## src/rtl/uc_pkg.sv

```systemverilog
// Shared types and encodings for the uc_seq micro-sequencer:
// FSM state enum, opcode field constants, ALU op codes and the control word.
package uc_pkg;

    typedef enum logic [1:0] {
        ST_HALTED = 2'd0,
        ST_RUN    = 2'd1,
        ST_STEP   = 2'd2
    } state_t;

    // opcode[3:0] classes when opcode[3] = 1
    localparam logic [3:0] OPC_LI   = 4'b1000;
    localparam logic [3:0] OPC_JMP  = 4'b1001;

    // Full-width encodings
    localparam logic [5:0] OPC_NOP  = 6'b001111;
    localparam logic [5:0] OPC_HALT = 6'b111111;

    // Jump condition field opcode[5:4]
    localparam logic [1:0] JC_J     = 2'b00;
    localparam logic [1:0] JC_JZ    = 2'b01;
    localparam logic [1:0] JC_JNZ   = 2'b10;

    // ALU op codes; ALU instructions pass opcode[2:0] straight through,
    // ALU_IDLE is driven whenever no ALU instruction is executing.
    localparam logic [2:0] ALU_IDLE = 3'b000;

    typedef struct packed {
        logic       s_inc;
        logic       s_inm;
        logic       we3;
        logic [2:0] op;
        logic       pc_en;
        logic       flag_en;
        logic       illegal;
        logic       halt;
    } ctrl_t;

    // Control word presented while not executing (halted or in reset)
    localparam ctrl_t CTRL_HALTED = '{
        s_inc:   1'b1,
        s_inm:   1'b0,
        we3:     1'b0,
        op:      ALU_IDLE,
        pc_en:   1'b0,
        flag_en: 1'b0,
        illegal: 1'b0,
        halt:    1'b0
    };

endpackage

```

## src/rtl/uc_seq_if.sv

```systemverilog
// Instruction/control bundle between the datapath side and uc_seq.
interface uc_seq_if #(
    parameter int CNT_W = 16
);
    logic [5:0]       opcode;
    logic             zero;
    logic             run;
    logic             step;
    logic             halt_req;
    logic             s_inc;
    logic             s_inm;
    logic             we3;
    logic [2:0]       op;
    logic             pc_en;
    logic             flag_en;
    logic             halted;
    logic             illegal;
    logic [CNT_W-1:0] retired;

    modport master (
        output opcode, zero, run, step, halt_req,
        input  s_inc, s_inm, we3, op, pc_en, flag_en, halted, illegal, retired
    );

    modport slave (
        input  opcode, zero, run, step, halt_req,
        output s_inc, s_inm, we3, op, pc_en, flag_en, halted, illegal, retired
    );
endinterface

```

## src/rtl/uc_decode.sv

```systemverilog
// Pure combinational opcode/zero -> control word decode for an executing cycle.
module uc_decode
    import uc_pkg::*;
(
    input  logic [5:0] opcode,
    input  logic       zero,
    output ctrl_t      ctrl
);

    // Decode one instruction; anything not matched is flagged illegal
    always_comb begin
        ctrl       = CTRL_HALTED;
        ctrl.pc_en = 1'b1;
        if (!opcode[3]) begin
            ctrl.op      = opcode[2:0];
            ctrl.we3     = 1'b1;
            ctrl.flag_en = 1'b1;
        end else if (opcode[3:0] == OPC_LI) begin
            ctrl.we3   = 1'b1;
            ctrl.s_inm = 1'b1;
        end else if (opcode[3:0] == OPC_JMP && opcode[5:4] != 2'b11) begin
            case (opcode[5:4])
                JC_J:    ctrl.s_inc = 1'b0;
                JC_JZ:   ctrl.s_inc = ~zero;
                default: ctrl.s_inc = zero;
            endcase
        end else if (opcode == OPC_NOP) begin
            ctrl.halt = 1'b0;
        end else if (opcode == OPC_HALT) begin
            ctrl.halt = 1'b1;
        end else begin
            ctrl.pc_en   = 1'b0;
            ctrl.illegal = 1'b1;
        end
    end

endmodule

```

## src/rtl/uc_seq.sv

```systemverilog
// uc_seq: HALTED/RUN/STEP micro-sequencer with zero-latency decode,
// sticky illegal-opcode flag and retired-instruction counter.
// Optional feature: define UC_STEP_EN to enable single-step execution;
// without it the step input is ignored and the STEP state is never entered.
module uc_seq
    import uc_pkg::*;
#(
    parameter int CNT_W = 16
) (
    input  logic     clk,
    input  logic     reset,
    uc_seq_if.slave  bus
);

    state_t           state_q;
    logic             illegal_q;
    logic [CNT_W-1:0] retired_q;
    ctrl_t            dec;
    ctrl_t            cw;
    logic             exec;

    uc_decode u_decode (
        .opcode (bus.opcode),
        .zero   (bus.zero),
        .ctrl   (dec)
    );

    // Reset forces the halted control word so an in-flight instruction cannot write
    assign exec = (state_q != ST_HALTED) && !reset;
    assign cw   = exec ? dec : CTRL_HALTED;

    assign bus.s_inc   = cw.s_inc;
    assign bus.s_inm   = cw.s_inm;
    assign bus.we3     = cw.we3;
    assign bus.op      = cw.op;
    assign bus.pc_en   = cw.pc_en;
    assign bus.flag_en = cw.flag_en;
    assign bus.halted  = !exec;
    assign bus.illegal = illegal_q;
    assign bus.retired = retired_q;

    // FSM, sticky illegal flag and retired counter
    always_ff @(posedge clk) begin
        if (reset) begin
            state_q   <= ST_HALTED;
            illegal_q <= 1'b0;
            retired_q <= '0;
        end else begin
            case (state_q)
                ST_HALTED: begin
                    if (!illegal_q) begin
                        if (bus.run) begin
                            state_q <= ST_RUN;
`ifdef UC_STEP_EN
                        end else if (bus.step) begin
                            state_q <= ST_STEP;
`endif
                        end
                    end
                end
                default: begin
                    if (dec.illegal) begin
                        illegal_q <= 1'b1;
                        state_q   <= ST_HALTED;
                    end else begin
                        retired_q <= retired_q + CNT_W'(1);
                        if (dec.halt || bus.halt_req || state_q == ST_STEP) begin
                            state_q <= ST_HALTED;
                        end
                    end
                end
            endcase
        end
    end

endmodule
```

## src/flat_wrapper.sv

```systemverilog
// flat-port wrapper written by rule: the top's interface ports become plain ports
module uc_seq_flat import uc_pkg::*;
#(
    parameter int CNT_W = 16
)
  (clk, reset, bus_opcode, bus_zero, bus_run, bus_step, bus_halt_req, bus_s_inc, bus_s_inm, bus_we3, bus_op, bus_pc_en, bus_flag_en, bus_halted, bus_illegal, bus_retired);
  uc_seq_if #(.CNT_W(CNT_W)) bus_i ();
  input  logic clk;
  input  logic reset;
  input wire logic [$bits(bus_i.opcode)-1:0] bus_opcode;
  input wire logic [$bits(bus_i.zero)-1:0] bus_zero;
  input wire logic [$bits(bus_i.run)-1:0] bus_run;
  input wire logic [$bits(bus_i.step)-1:0] bus_step;
  input wire logic [$bits(bus_i.halt_req)-1:0] bus_halt_req;
  output wire logic [$bits(bus_i.s_inc)-1:0] bus_s_inc;
  output wire logic [$bits(bus_i.s_inm)-1:0] bus_s_inm;
  output wire logic [$bits(bus_i.we3)-1:0] bus_we3;
  output wire logic [$bits(bus_i.op)-1:0] bus_op;
  output wire logic [$bits(bus_i.pc_en)-1:0] bus_pc_en;
  output wire logic [$bits(bus_i.flag_en)-1:0] bus_flag_en;
  output wire logic [$bits(bus_i.halted)-1:0] bus_halted;
  output wire logic [$bits(bus_i.illegal)-1:0] bus_illegal;
  output wire logic [$bits(bus_i.retired)-1:0] bus_retired;
  assign bus_i.opcode = bus_opcode;
  assign bus_i.zero = bus_zero;
  assign bus_i.run = bus_run;
  assign bus_i.step = bus_step;
  assign bus_i.halt_req = bus_halt_req;
  assign bus_s_inc = bus_i.s_inc;
  assign bus_s_inm = bus_i.s_inm;
  assign bus_we3 = bus_i.we3;
  assign bus_op = bus_i.op;
  assign bus_pc_en = bus_i.pc_en;
  assign bus_flag_en = bus_i.flag_en;
  assign bus_halted = bus_i.halted;
  assign bus_illegal = bus_i.illegal;
  assign bus_retired = bus_i.retired;
  uc_seq #(.CNT_W(CNT_W)) u_core (.clk(clk), .reset(reset), .bus(bus_i));
endmodule
```

## config.mk

```make
export PLATFORM = sky130hd
export DESIGN_NAME = uc_seq_flat
export DESIGN_NICKNAME = d
export VERILOG_FILES = /design/src/rtl/uc_pkg.sv /design/src/rtl/uc_seq_if.sv /design/src/rtl/uc_decode.sv /design/src/rtl/uc_seq.sv /design/src/flat_wrapper.sv
export SDC_FILE = /design/constraint.sdc
export NUM_CORES = 1
export LEC_CHECK = 0
export ABC_AREA = 1
export CAP_MARGIN = 20
export CORE_UTILIZATION = 50
export CTS_CLUSTER_DIAMETER = 200
export CTS_CLUSTER_SIZE = 14
export DETAILED_ROUTE_END_ITERATION = 16
export DONT_BUFFER_PORTS = 1
export PLACE_DENSITY_LB_ADDON = 0.05
export SLEW_MARGIN = 10
export SYNTH_ARGS = -nofsm -noshare
export SYNTH_HDL_FRONTEND = slang
export SYNTH_SLANG_ARGS = --single-unit
```

## constraint.sdc

```tcl
create_clock -name clk -period 2.2 [get_ports clk]
set_input_delay 0.22 -clock clk [delete_from_list [all_inputs] [get_ports clk]]
set_output_delay 0.22 -clock clk [all_outputs]
set_load 0.03 [all_outputs]
```

==> impl.org <==
** Status
- The flow ran to the end, and the final reports show no timing, DRC or antenna violations.

** Placement
- In this run the tool buffered the top-level ports with 0 buffer cells.
- Detailed Place HPWL :: 2.08 mm
- Routability-driven placement finished with a final weighted congestion of 0.870.

** Worst setup path
- Worst path required time :: 2.36 ns
- Startpoint of the lowest-slack register-to-register path :: u_core.bus.retired[0]
- Crit path max-delay family :: flip-flops
- For the worst flop-to-flop path, the logic depth is 8.
- The worst setup path is of the flop to flop kind.
- The largest single stage delay on the critical path is just under 0.6 ns.
- Element type at the critical path start :: flop
- At the worst endpoint, the arrival time is just under 2 ns.
- Worst flop-to-flop path endpoint :: u_core.bus.retired[12]
- Slowest cell on the critical path :: dfxtp_1
- Of all nets on the critical path, the largest fanout is 5.
- Kind of end point of the critical path :: flop
- Walking the worst path, the cells encountered are ha_1, nand3_1, inv_1, nand3_1, inv_1, nand4_1, nand2_1, nor2_1.
- Counting both buffers and inverters, the worst setup path holds a total of 2.
- Internal reg-to-reg setup slack :: 0.43 ns

** Synth
- The top cell type by area accounts for 28.9% of the synthesized area.
- Combinational family with the most area after synthesis :: simple AND/OR/NAND/NOR gates
- Measured against the total synthesized area, the mux share comes to 0%.
- XOR/XNOR share of the synthesized area :: under 10%
- Synthesized instance count :: 198
- Of the total synthesized cell area, the portion taken by AND, OR, NAND and NOR gates is a little under half.
- Async set or reset register ratio after synthesis :: 0%
- In this run the cell area of the synthesized design comes to 1240 um2.
- Main flop type after synthesis :: dfxtp_1
- Top cell types by occurrence after synthesis :: 56 x nand2_1, 32 x nor2_1, 25 x inv_1, 18 x dfxtp_1, 17 x nand3_1
- Synthesis produced a netlist with a net count of about 210.
- The number of different library cells used by synthesis comes to 26.
- EDFF count, synth :: 0
- Library cell occupying the most area in the post-synthesis netlist :: dfxtp_1
- Counting flops and latches in the post-synthesis netlist gives 18.
- Number of warnings issued by yosys :: 0
- Adder and majority gate portion of the synthesized area :: 1.01%
- Averaged over all synthesized cells, the footprint is 6.29 um2.
- Most instantiated library cell after synthesis :: nand2_1
- In the post-synthesis netlist, the biggest area contributors are dfxtp_1 29%, nand2_1 17%, nor2_1 9.6%, inv_1 7.5%, nand3_1 6.8%.
- Seq/Total Area, Yosys :: 28.9%
- Summing the areas of all compound-gate instances in the mapped netlist gives under 10% of the synthesized area.

** Timing
- Final cycle utilization of the critical path :: 80.4%
- Final hold violation count :: 0
- Slew @ Worst Pin :: approximately 0.66 ns
- Setup repair after global routing missed its margin :: false
- Based on the critical path, the design can be clocked at up to approximately 570 MHz.
- Setup_tns :: 0 ns
- Rel. slew slack :: 55.8%
- Total of endpoints with negative setup slack in the final report :: 0
- After layout, the minimum clock period comes to 1.77 ns.
- Number of pins exceeding their max-slew limit in the final report :: 0
- On the final layout, the worst clock skew is 0.00786 ns.

** Power
- Leakage Power :: between 0.0005 and 0.0006 uW
- IR analysis of the VDD net gives a maximum drop of 0.338 mV.
- Power per cell area :: between 400 and 500 nW/um2

** Route
- Wire length per cell after detailed routing :: 11.8 um
- After the first detailed-routing iteration, the DRC count stood at 26.
- The final route contains 1236 vias.
- In the routed layout, each cell is associated on average with a via count of 5.19.
- The final layout contains routed wiring with a total length of 2.81 mm.
- After detailed routing, the number of remaining DRC violations is 0.
- Antenna-violating nets left :: 0
- For this run, the detailed router's first-pass iteration total came to 4.

** Floorplan
- The floorplan step defined a die boundary enclosing 2690 um2.
- The total area inside the core boundary comes to 2280 um2.
- From left edge to right edge, the die measures 51.9 um.
- 38 I/O pins were placed.
- Row count :: 17
- Die boundary height :: a little over 50 um
- The initial utilization of the core area, before any placement, comes to 54.7%.

** Worst hold path
- Startpoint of the lowest-slack hold path :: bus_run
- The worst hold path terminates at u_core.state_q[0].
- Hold Crit Depth :: 2
- The min-delay analysis places its worst path in the category primary input to flop.

** Clock network
- In this run the number of H-tree levels came out at 1.
- TritonCTS built the clock tree.
- Inserted Clock Buffers :: 3
- CTS placed an instance of clkbuf_4 at the clock tree root.
- The clock reaches the later pin of the worst-skew pair after 0.29 ns.
- Clock input transition at the sequential cells of the worst setup and hold paths :: roughly 0.10 ns
- The clock passes through at most 2 buffers.
- Sinks on the clock net :: 18

** Global routing
- Remaining global-route overflow :: 0
- Pin count of the biggest net entering global routing :: 18
- The initial antenna violation count is 0.
- Global-route wire length before repair :: about 4.7 mm
- The via count of the first global-routing pass came to 1145.
- Global routing used 23.5% of the available tracks.

** Finish
- Layout Utilization :: 59.9%
- Area of the multi-input gates :: between 700 and 800 um2
- Footprint of the flip-flops and latches :: 360 um2
- The repair_antennas step left the layout with diodes totalling 0.
- The layout has 217 filler cells.
- Share of final-layout standard cells stronger than drive strength 1 :: 16.7%
- The net count of the finished layout is 225.
- Layout area overhead :: 9.55%

** Job
- Max-cap violations in this run came to 0.
worst max-delay path by stage:
stage                                      from                     end  slack (ns)  cells after the start
after global placement    u_core.bus.retired[0]  u_core.bus.retired[14]        0.54                      8
final                     u_core.bus.retired[0]  u_core.bus.retired[12]        0.43                      8
after CTS                 u_core.bus.retired[0]  u_core.bus.retired[12]        0.44                      8
after detailed placement  u_core.bus.retired[0]  u_core.bus.retired[12]        0.49                      8
after floorplan               u_core.state_q[0]               bus_op[0]        0.39                      5
after global routing      u_core.bus.retired[0]  u_core.bus.retired[12]        0.27                      9
registers in the layout, indices dropped and copies added, names as in the netlist:
name	cells
u_core.bus.retired	16
u_core.bus.illegal	1
u_core.state_q	1
per-stage QoR:
| step | total power, uW | hold slack (ns) | worst slack, ns | cells | cell area [um2] |
|---|---|---|---|---|---|
| floorplan | 424 | 0.282 | 0.390 | 198 | 1240 |
| global placement | 430 | 0.285 | 0.544 | 234 | 1330 |
| detailed placement | 431 | 0.286 | 0.492 | 234 | 1330 |
| CTS | 600 | 0.0596 | 0.436 | 238 | 1360 |
| global route | 627 | 0.0527 | 0.268 | 238 | 1360 |
| finish | 592 | 0.0677 | 0.430 | 238 | 1360 |
placed cells by master, fill, tap and decap left out:
cell type and instances:
nand4_1 7, nand2_1 56, nor2_2 3, a21oi_4 1, xnor2_1 2, clkbuf_4 3, nand3b_1 1, ha_1 1
nand3_1 17, inv_2 2, a21oi_1 6, a21oi_2 4, a31oi_1 1, o31ai_1 1, nand2_4 1, dfxtp_1 18
nor2_1 32, buf_4 13, inv_1 25, nand3_4 2, xor2_1 2, o21ai_0 4, nand2_2 6, nor3_1 1
dlygate4sd3_1 1
final cells by class:
class                      instances  share of cell area (%)
timing repair buffer              14                    7.89
sequential                        18                    26.4
clock buffer                       3                    1.65
tap                               28                    2.57
multi-input combinational        148                    54.0
inverter                          27                    7.43
per-layer routing:
layer / wire, um / track usage (%) / vias to the layer above
li1: - / - / 650
met1: 1270 / 27.9 / 527
met2: 1290 / 41.5 / 55
met3: 223 / 6.43 / 4
met4: 29 / 5.41 / 0
met5: 0 / 0 / -
cell families (layout without fill, tap and decap cells):
group	after synthesis	in the layout
simple gates	126	126
buf+inv	32	44
fa+ha+maj	1	1
compound gates	17	17
flops	18	18
xor+xnor	4	4
report_power, final:
group	switching [uW]	leakage (uW)	internal [uW]
sequential	9.92	0.000146	331
clock	98.5	0.0000138	63.6
combinational	64.4	0.000398	24.3
total	173	0.000557	419
what timing repair did:
action / in CTS / in global routing
endpoints found under the hold margin: 13 / 0
resized for setup: 0 / 0
buffers inserted: 0 / 0
hold buffers: 1 / 0
Power figures use the tool's default switching activity.
